--- src/rtl/dispatch_ctrl_pkg.sv ---
// Shared encodings for the dispatch controller: instruction classes, FSM states
// and the debug view of the controller.
package dispatch_ctrl_pkg;

    localparam int ROB_TAG_W = 4;

    localparam logic [1:0] CLASS_ALU = 2'd0;
    localparam logic [1:0] CLASS_MEM = 2'd1;
    localparam logic [1:0] CLASS_BR  = 2'd2;
    localparam logic [1:0] CLASS_ILL = 2'd3;

    typedef enum logic [1:0] {
        ST_IDLE  = 2'd0,
        ST_RUN   = 2'd1,
        ST_FLUSH = 2'd2
    } state_e;

    typedef struct packed {
        state_e state;
        logic   rob_empty;
        logic   rs_empty;
        logic   lsb_empty;
    } dbg_t;

endpackage

--- src/rtl/dispatch_ctrl_credit_counter.sv ---
// Occupancy counter for one back-end resource; a decrement at zero is dropped
// and reported on underflow instead of wrapping.
module credit_counter #(
    parameter int DEPTH = 8
) (
    input  logic clk,
    input  logic clr,
    input  logic sync_clr,
    input  logic inc,
    input  logic dec,
    output logic full,
    output logic empty,
    output logic underflow
);

    localparam int CW = $clog2(DEPTH + 1);

    logic [CW-1:0] count_q;
    logic [CW-1:0] count_d;

    always_comb begin
        count_d = count_q;
        if (sync_clr) begin
            count_d = '0;
        end else begin
            count_d = count_q + CW'(inc) - CW'(dec & ~empty);
        end
    end

    always_ff @(posedge clk or posedge clr) begin
        if (clr) begin
            count_q <= '0;
        end else begin
            count_q <= count_d;
        end
    end

    assign full      = (count_q == CW'(DEPTH));
    assign empty     = (count_q == '0);
    assign underflow = dec & empty & ~sync_clr;

endmodule

--- src/rtl/dispatch_ctrl.sv ---
// Dispatch controller: gates decoder acceptance on ROB/RS/LSB credits, hands out
// ROB tags for renaming, and runs a timed flush after a mispredict.
module dispatch_ctrl
    import dispatch_ctrl_pkg::*;
#(
    parameter int ROB_DEPTH  = 1 << ROB_TAG_W,
    parameter int RS_DEPTH   = 8,
    parameter int LSB_DEPTH  = 8,
    parameter int FLUSH_WAIT = 2
) (
    input  logic                 clk,
    input  logic                 clr,
    input  logic                 rdy,
    input  logic                 inst_valid,
    input  logic [1:0]           inst_class,
    input  logic                 inst_has_rd,
    output logic                 inst_accept,
    output logic                 rob_alloc,
    output logic [ROB_TAG_W-1:0] rob_tail_tag,
    output logic                 rs_alloc,
    output logic                 lsb_alloc,
    output logic                 rat_write,
    input  logic                 rob_commit,
    input  logic                 rs_free,
    input  logic                 lsb_free,
    input  logic                 flush,
    output logic                 flushing,
    output logic                 illegal_inst,
    output logic                 underflow_err,
    output dbg_t                 dbg
);

    localparam int FC_W = (FLUSH_WAIT > 1) ? $clog2(FLUSH_WAIT) : 1;

    state_e               state_q, state_d;
    logic [FC_W-1:0]      flush_cnt_q, flush_cnt_d;
    logic [ROB_TAG_W-1:0] tail_q, tail_d;
    logic                 illegal_q, illegal_d;
    logic                 underflow_q, underflow_d;

    logic is_mem, is_ill, target_full, flush_take, credit_en, accept;
    logic rob_full, rs_full, lsb_full;
    logic rob_empty, rs_empty, lsb_empty;
    logic rob_uf, rs_uf, lsb_uf;

    assign is_mem      = (inst_class == CLASS_MEM);
    assign is_ill      = (inst_class == CLASS_ILL);
    assign target_full = is_mem ? lsb_full : rs_full;

    // A flush is only honoured once running; it outranks every other event.
    assign flush_take = rdy & flush & ((state_q == ST_RUN) | (state_q == ST_FLUSH));
    assign credit_en  = rdy & (state_q != ST_FLUSH) & ~flush_take;

    assign accept = rdy & (state_q == ST_RUN) & ~flush & inst_valid & ~is_ill
                  & ~rob_full & ~target_full;

    always_comb begin
        state_d     = state_q;
        flush_cnt_d = flush_cnt_q;
        if (rdy) begin
            case (state_q)
                ST_IDLE: state_d = ST_RUN;
                ST_RUN: begin
                    if (flush) begin
                        state_d     = ST_FLUSH;
                        flush_cnt_d = FC_W'(FLUSH_WAIT - 1);
                    end
                end
                ST_FLUSH: begin
                    if (flush) begin
                        flush_cnt_d = FC_W'(FLUSH_WAIT - 1);
                    end else if (flush_cnt_q == '0) begin
                        state_d = ST_RUN;
                    end else begin
                        flush_cnt_d = flush_cnt_q - 1'b1;
                    end
                end
                default: state_d = ST_IDLE;
            endcase
        end
    end

    always_comb begin
        tail_d      = tail_q;
        illegal_d   = illegal_q;
        underflow_d = underflow_q;
        if (flush_take) begin
            tail_d = '0;
        end else if (accept) begin
            tail_d = tail_q + 1'b1;
        end
        if (rdy & (state_q == ST_RUN) & inst_valid & is_ill) begin
            illegal_d = 1'b1;
        end
        if (rob_uf | rs_uf | lsb_uf) begin
            underflow_d = 1'b1;
        end
    end

    always_ff @(posedge clk or posedge clr) begin
        if (clr) begin
            state_q     <= ST_IDLE;
            flush_cnt_q <= '0;
            tail_q      <= '0;
            illegal_q   <= 1'b0;
            underflow_q <= 1'b0;
        end else begin
            state_q     <= state_d;
            flush_cnt_q <= flush_cnt_d;
            tail_q      <= tail_d;
            illegal_q   <= illegal_d;
            underflow_q <= underflow_d;
        end
    end

    credit_counter #(.DEPTH(ROB_DEPTH)) u_rob_cnt (
        .clk       (clk),
        .clr       (clr),
        .sync_clr  (flush_take),
        .inc       (accept),
        .dec       (credit_en & rob_commit),
        .full      (rob_full),
        .empty     (rob_empty),
        .underflow (rob_uf)
    );

    credit_counter #(.DEPTH(RS_DEPTH)) u_rs_cnt (
        .clk       (clk),
        .clr       (clr),
        .sync_clr  (flush_take),
        .inc       (accept & ~is_mem),
        .dec       (credit_en & rs_free),
        .full      (rs_full),
        .empty     (rs_empty),
        .underflow (rs_uf)
    );

    credit_counter #(.DEPTH(LSB_DEPTH)) u_lsb_cnt (
        .clk       (clk),
        .clr       (clr),
        .sync_clr  (flush_take),
        .inc       (accept & is_mem),
        .dec       (credit_en & lsb_free),
        .full      (lsb_full),
        .empty     (lsb_empty),
        .underflow (lsb_uf)
    );

    // Every output is forced low while rdy is low.
    assign inst_accept   = accept;
    assign rob_alloc     = accept;
    assign rs_alloc      = accept & ~is_mem;
    assign lsb_alloc     = accept & is_mem;
    assign rat_write     = accept & inst_has_rd;
    assign rob_tail_tag  = rdy ? tail_q : '0;
    assign flushing      = rdy & (state_q == ST_FLUSH);
    assign illegal_inst  = rdy & illegal_q;
    assign underflow_err = rdy & underflow_q;
    assign dbg           = rdy ? '{state: state_q, rob_empty: rob_empty,
                                   rs_empty: rs_empty, lsb_empty: lsb_empty}
                               : '0;

endmodule

--- config.mk ---
export PLATFORM = sky130hd
export DESIGN_NAME = dispatch_ctrl
export DESIGN_NICKNAME = d
export VERILOG_FILES = /design/src/rtl/dispatch_ctrl_pkg.sv /design/src/rtl/dispatch_ctrl_credit_counter.sv /design/src/rtl/dispatch_ctrl.sv
export SDC_FILE = /design/constraint.sdc
export NUM_CORES = 1
export LEC_CHECK = 0
export BUFFER_PORTS_ARGS = -buffer_cell sky130_fd_sc_hd__buf_2
export CAP_MARGIN = 20
export CORE_UTILIZATION = 56
export DETAILED_ROUTE_END_ITERATION = 6
export PLACE_DENSITY = 0.8
export SYNTH_ARGS = -nofsm -noshare
export SYNTH_HDL_FRONTEND = slang
export SYNTH_SLANG_ARGS = --single-unit
--- constraint.sdc ---
create_clock -name clk -period 3.5 [get_ports clk]
set_input_delay 0.7 -clock clk [delete_from_list [all_inputs] [get_ports clk]]
set_output_delay 0.7 -clock clk [all_outputs]
set_load 0.005 [all_outputs]
==> metrics.txt, run 1 <==
status complete, no violations; CTS tree done; fillcell total 226; Wirelength per Cell 13.57 um; clock slew at reported path FFs 120 ps; first-pass GRT wire length 5720 um; Yosys cell types 36; FMAX 348.9 MHz; top_reg_cell synth dfrtp_1; period utilisation layout 81.88%; Async SR Flop Fraction 100.0%; Synth Area per Inst 9.410 sq um; gr usage total 23.37%; Crit path arrival time 3100 ps; clk root buf clkbuf_4; final worst setup slack 634.2 ps; GP Congestion 0.7805; clock skew 5.006 ps; ANT nets after route 0; Slew headroom 43.91%; Max IR drop VDD 0.5314 mV; vias in the first global route 1,351; synthesized area 1609 sq um; DRC 0; Layout area overhead 11.74%; Cells after Synth 171; Sequential cell area 550.5 sq um; largest net degree at the start of global routing 23; total wire length 3120 um; cts bufs inserted 3; adder-cell share of the synthesized area 20.84%; Sink Count 22; Startpoint Class flip-flop; Top delay family on crit path adder cells; Hold Fails Final Rpt 0; final core utilization 65.77%; fin. max-slew vios 0; multiplexer share of the synthesized area 3.499%; area occupied by multi-input gates 949.7 sq um; layout cell share with drive strength beyond 1 20.60%; Pre-Repair DR Iteration Count 4; Hold WS 464.2 ps; critical path cell sequence inv_1 -> ha_1 -> a211oi_1 -> nand2_1 -> nor2_1 -> ha_1 -> inv_1 -> ha_1 -> inv_1 -> fa_1 -> nor2b_1 -> o21bai_1 -> nand3_1 -> nor3b_1; min-delay worst type reg2reg; I/O pin count 28; Antenna Cells 0; CP max FO 5; RSZ-0062 raised after global routing no; XOR/XNOR share of the synthesized area 3.266%; Seq cells post-synth 22; PwrDens 779.9 nW/um^2; Hold Buf Count CTS 0; post-layout min period 2866 ps; max-cap violation count 0; WS Path Type reg2reg; post-synth top area cell dfrtp_1; DR iter-0 viols 48; final setup violation count 0; Post-synth EDFFs 0; H-tree depth 1; grt total ovfl 0; simple-gate share of the synthesized area 22.86%; Pwr Total 1.402 mW; Post-CTS Setup Inserts 0; Seq/Total Area, Yosys 34.21%; core area 2734 sq um; Synth Warn # 0; WP data required 3740 ps; # port buffers 27; setup TNS 0 ps; CTS max path bufs 2; CP max stage delay 440 ps; Nets 237; Synth top area share 34.21%; syn_nets 207; leakage power 0.9700 nW; Worst Setup End Kind flip-flop; Initial Util 58.86%; reg-to-reg setup timing slack 630 ps; worst-margin pin slew 840.5 ps; Die Y 55.61 um; FP Rows 19; Via Count 1,226; clk_lat worst skew 310 ps; Resize count post-CTS 0; crit path max-delay cell type dfrtp_1; pre-CTS WS 487.1 ps; initial antenna violation count 0; Synth area leaders dfrtp_1 34%, ha_1 17%, inv_1 5.8%, and2_1 5.1%, fa_1 3.7%; Die Area 3092 sq um; detailed placement HPWL 2545 um; vias per cell 5.330; worst path bufs/invs 3; die extent in x 55.61 um; main combinational cell family by area after synthesis simple AND/OR/NAND/NOR gates; Synth Area in Compound Gates 8.554%
sequential cells by signal, indices dropped and copies added (netlist names):
| name | flops |
|---|---|
| illegal_q | 1 |
| u_lsb_cnt.count_q | 4 |
| underflow_q | 1 |
| state_q | 2 |
| u_rs_cnt.count_q | 4 |
| u_rob_cnt.count_q | 5 |
| tail_q | 4 |
| flush_cnt_q | 1 |
cell type report:
class	instances	area share [%]
Multi-Input combinational cell	121	52.82
Sequential cell	22	30.62
Timing Repair Buffer	28	7.933
Inverter	25	5.219
Tap cell	31	2.157
Clock buffer	3	1.253
logic make-up (layout without fill, tap and decap cells):
kind of cell | Yosys count | count (layout)
buffers and inverters | 28 | 56
xor gates and xnor gates | 6 | 6
adders and majority gates | 25 | 25
and+or+nand+nor | 63 | 63
muxes | 5 | 5
DFF | 22 | 22
AOI/OAI and AO/OA | 22 | 22
through the flow:
| step | instances | area (sq um) |
|---|---|---|
| final | 230 | 1798 |
| after CTS | 230 | 1798 |
| after detailed placement | 227 | 1775 |
| after floorplan | 171 | 1609 |
| after global routing | 230 | 1798 |
| after global placement | 227 | 1775 |
cells in the mapped netlist (all sizes together), types with 3 or more instances:
| library cell | n |
|---|---|
| nor2 | 14 |
| and3 | 7 |
| dfrtp | 22 |
| a21oi | 9 |
| o21ai | 3 |
| mux2i | 3 |
| and2 | 13 |
| xnor2 | 5 |
| nand2 | 8 |
| nand3 | 8 |
| inv | 25 |
| ha | 22 |
| fa | 3 |
| a21o | 4 |
power by group:
group          leakage [nW]  switching [mW]  total [mW]  internal [mW]
combinational         0.684           0.428       0.827          0.399
sequential            0.272          0.0870       0.457          0.370
clock                0.0138          0.0782       0.119         0.0403
worst paths after layout:
kind,startpoint,to,depth (start not counted)
max in group asynchronous,clr,underflow_q$_DFFE_PP0P_,2
worst min register to register,underflow_q$_DFFE_PP0P_,underflow_q$_DFFE_PP0P_,1
worst max register to register,state_q[0]$_DFFE_PP0P_,u_rob_cnt.count_q[4]$_DFF_PP0_,14
worst min-delay path,underflow_q$_DFFE_PP0P_,underflow_q$_DFFE_PP0P_,1
min in group asynchronous,clr,u_rob_cnt.count_q[3]$_DFF_PP0_,2
worst max-delay path,state_q[0]$_DFFE_PP0P_,u_rob_cnt.count_q[4]$_DFF_PP0_,14
worst register-to-register path, stage by stage (launching register included):
cell	delay, ps
dfrtp_1	440
inv_1	100
ha_1	330
a211oi_1	280
nand2_1	90
nor2_1	100
ha_1	230
inv_1	60
ha_1	160
inv_1	60
fa_1	370
nor2b_1	190
o21bai_1	110
nand3_1	90
nor3b_1	180
cell usage in the layout (no fill, tap or decap), drive strengths merged:
| cell | instances |
|---|---|
| a211oi | 1 |
| nand3 | 8 |
| xor2 | 1 |
| fa | 3 |
| nor3 | 1 |
| nand2b | 2 |
| or4 | 1 |
| nor2 | 14 |
| a31o | 1 |
| nor3b | 2 |
| and2 | 13 |
| a21oi | 9 |
| nor2b | 2 |
| mux2 | 2 |
| or4bb | 1 |
| o31ai | 2 |
| buf | 28 |
| o21bai | 1 |
| inv | 25 |
| ha | 22 |
| and3 | 7 |
| xnor2 | 5 |
| dfrtp | 22 |
| mux2i | 3 |
| a21o | 4 |
| a32oi | 1 |
| nand2 | 8 |
| and2b | 1 |
| clkbuf | 3 |
| o21ai | 3 |
| or4b | 2 |
| nor4b | 1 |
per-layer routing:
layer | part of all wire, % | wire (um) | vias to the layer above | GRT usage (%)
met1 | 46 | 1423 | 578 | 29.49
met5 | 0 | 0 | - | 0
met3 | 2.5 | 78 | 5 | 2.558
met4 | 1.3 | 42 | 0 | 8.214
li1 | - | - | 626 | -
met2 | 51 | 1576 | 17 | 41.48
No activity file was read; power rests on OpenSTA's default activity.
==> inputs of run 2 (changes only) <==
Settings changed: CORE_UTILIZATION 56 to 50, PLACE_DENSITY 0.8 to 0.75.
Clock period 3.5 ns to 2.3 ns, I/O delays scaled along.
==> run 2 against run 1 <==
Against the previous run: the run now ends with setup timing left; sequential power grew 54%; global-route usage rose by 5.1 points; highest routed layer unchanged; sequential cell count did not move; core utilization increased by 15 points.
==> metrics.txt, run 2 (synthesized netlist as in run 1, its figures left out) <==
layout cell share with drive strength beyond 1 51.85%; cts bufs inserted 3; clock share of power 7.7%; grt total ovfl 0; final setup violation count 15; H-tree depth 1; Die Y 58.73 um; Pre-Repair DR Iteration Count 4; FP Rows 20; Antenna Cells 0; pre-CTS WS -322.8 ps; Die Area 3449 sq um; ANT nets after route 0; vias in the first global route 1,582; failing checks setup timing; clk root buf clkbuf_4; # port buffers 27; logic gate share of total power 69.5%; max reg flops 5; Crit path arrival time 2800 ps; met2 track demand over resource 50.81%; Nets 280; final worst setup slack -269.0 ps; Biggest register u_rob_cnt.count_q; DRC 0; met3 GRT Util 3.516%; area occupied by multi-input gates 1210 sq um; Non-Filler Instances 287; Slew headroom 71.32%; CTS max path bufs 2; commonest non-fill, non-tap cell in the layout buf_4; fin. max-slew vios 0; reg-to-reg setup timing slack -270 ps; period utilisation layout 111.7%; initial antenna violation count 0; internal power 1.813 mW; largest net degree at the start of global routing 23; Max IR drop VDD 0.9245 mV; CTS tree done; CP max FO 3; min-delay worst type in2async; first-pass GRT wire length 7176 um; clock slew at reported path FFs 150 ps; Sink Count 22; clock skew 15.27 ps; vias per cell 5.265; Psw 1.272 mW; total wire length 4618 um; Layout area overhead 53.11%; gr usage total 28.44%; Hold Fails Final Rpt 0; Initial Util 52.70%; max-cap violation count 0; most frequent cells in the layout 38 x buf_4, 23 x buf_2, 22 x dfrtp_1, 16 x inv_1, 13 x nor2_1; Worst Setup End Kind flip-flop; RSZ-0062 raised after global routing yes; PwrDens 1252 nW/um^2; WP data required 2530 ps; worst-margin pin slew 430.2 ps; die extent in x 58.73 um; Hold Buf Count CTS 0; Via Count 1,511; leakage power 1.219 nW; post-layout min period 2569 ps; Wirelength per Cell 16.09 um; GRT Max-Usage Layer met2; clk_lat worst skew 340 ps; placed cell count 269; WS Path Type reg2reg; I/O pin count 28; Startpoint Class flip-flop; DR iter-0 viols 80; GP Congestion 0.9004; setup TNS -1737 ps; met1 Resource Use GR 32.40%; detailed placement HPWL 2908 um; FMAX 389.3 MHz; core area 3053 sq um; status finished, violations left; fillcell total 195; Switching Share 41.24%; Sequential cell area 550.5 sq um; Flop pwr share 22.8%
-- run 2: metrics by stage --
stage	util (%)	cell area [sq um]	power, mW	hold WS (ps)
2_1_floorplan	-	1642	1.710	420.3
3_3_place_gp	66.89	2042	2.164	440.2
3_5_place_dp	66.89	2042	2.277	440.2
4_1_cts	76.60	2338	2.820	137.4
5_1_grt	80.70	2464	3.345	141.7
6_report	80.70	2464	3.085	122.4
-- run 2: timing repair --
item,4_1_cts,5_1_grt
endpoints found under the setup margin,15,15
pin swaps,19,18
setup buffers,11,8
resized for setup,42,18
-- run 2: per-layer routing --
layer,part of all wire [%],wire (um)
met1,40,1869
met2,52,2411
met3,3.2,150
met4,4.0,186
met5,0,0
-- run 2: worst paths after layout --
kind | start | endpoint | cells past startpoint
min in group clk | inst_class[1] | illegal_q$_DFFE_PP0P_ | 2
min reg2reg | illegal_q$_DFFE_PP0P_ | illegal_q$_DFFE_PP0P_ | 1
max in group asynchronous | clr | tail_q[2]$_DFFE_PP0P_ | 3
max reg2reg | state_q[1]$_DFFE_PP0P_ | u_rob_cnt.count_q[4]$_DFF_PP0_ | 14
max | state_q[1]$_DFFE_PP0P_ | u_rob_cnt.count_q[4]$_DFF_PP0_ | 14
min | clr | u_rob_cnt.count_q[3]$_DFF_PP0_ | 3
-- run 2: power by group through the flow --
stage	logic (mW)	clock network, mW	registers [mW]
after floorplan	1.04	0	0.669
after global placement	1.50	0	0.665
after detailed placement	1.59	0	0.683
after CTS	1.90	0.237	0.681
after global routing	2.37	0.260	0.720
final	2.14	0.238	0.704
-- run 2: cell type report --
| cell class | instances | share of cell area [%] |
|---|---|---|
| Timing Repair Buffer | 71 | 20.82 |
| Multi-Input combinational cell | 121 | 49.11 |
| Sequential cell | 22 | 22.35 |
| Inverter | 25 | 4.012 |
| Clock buffer | 4 | 1.473 |
| Tap cell | 44 | 2.235 |
-- run 2: critical path: stages, from the launching register on --
cell and delay [ps]:
dfrtp_1 440, inv_2 90, ha_4 210, a211oi_4 210
nand2_1 90, nor2_1 110, ha_1 240, inv_1 60
ha_2 180, inv_2 40, fa_2 330, nor2b_2 140
o21bai_1 90, a21oi_1 160, nor3b_2 60
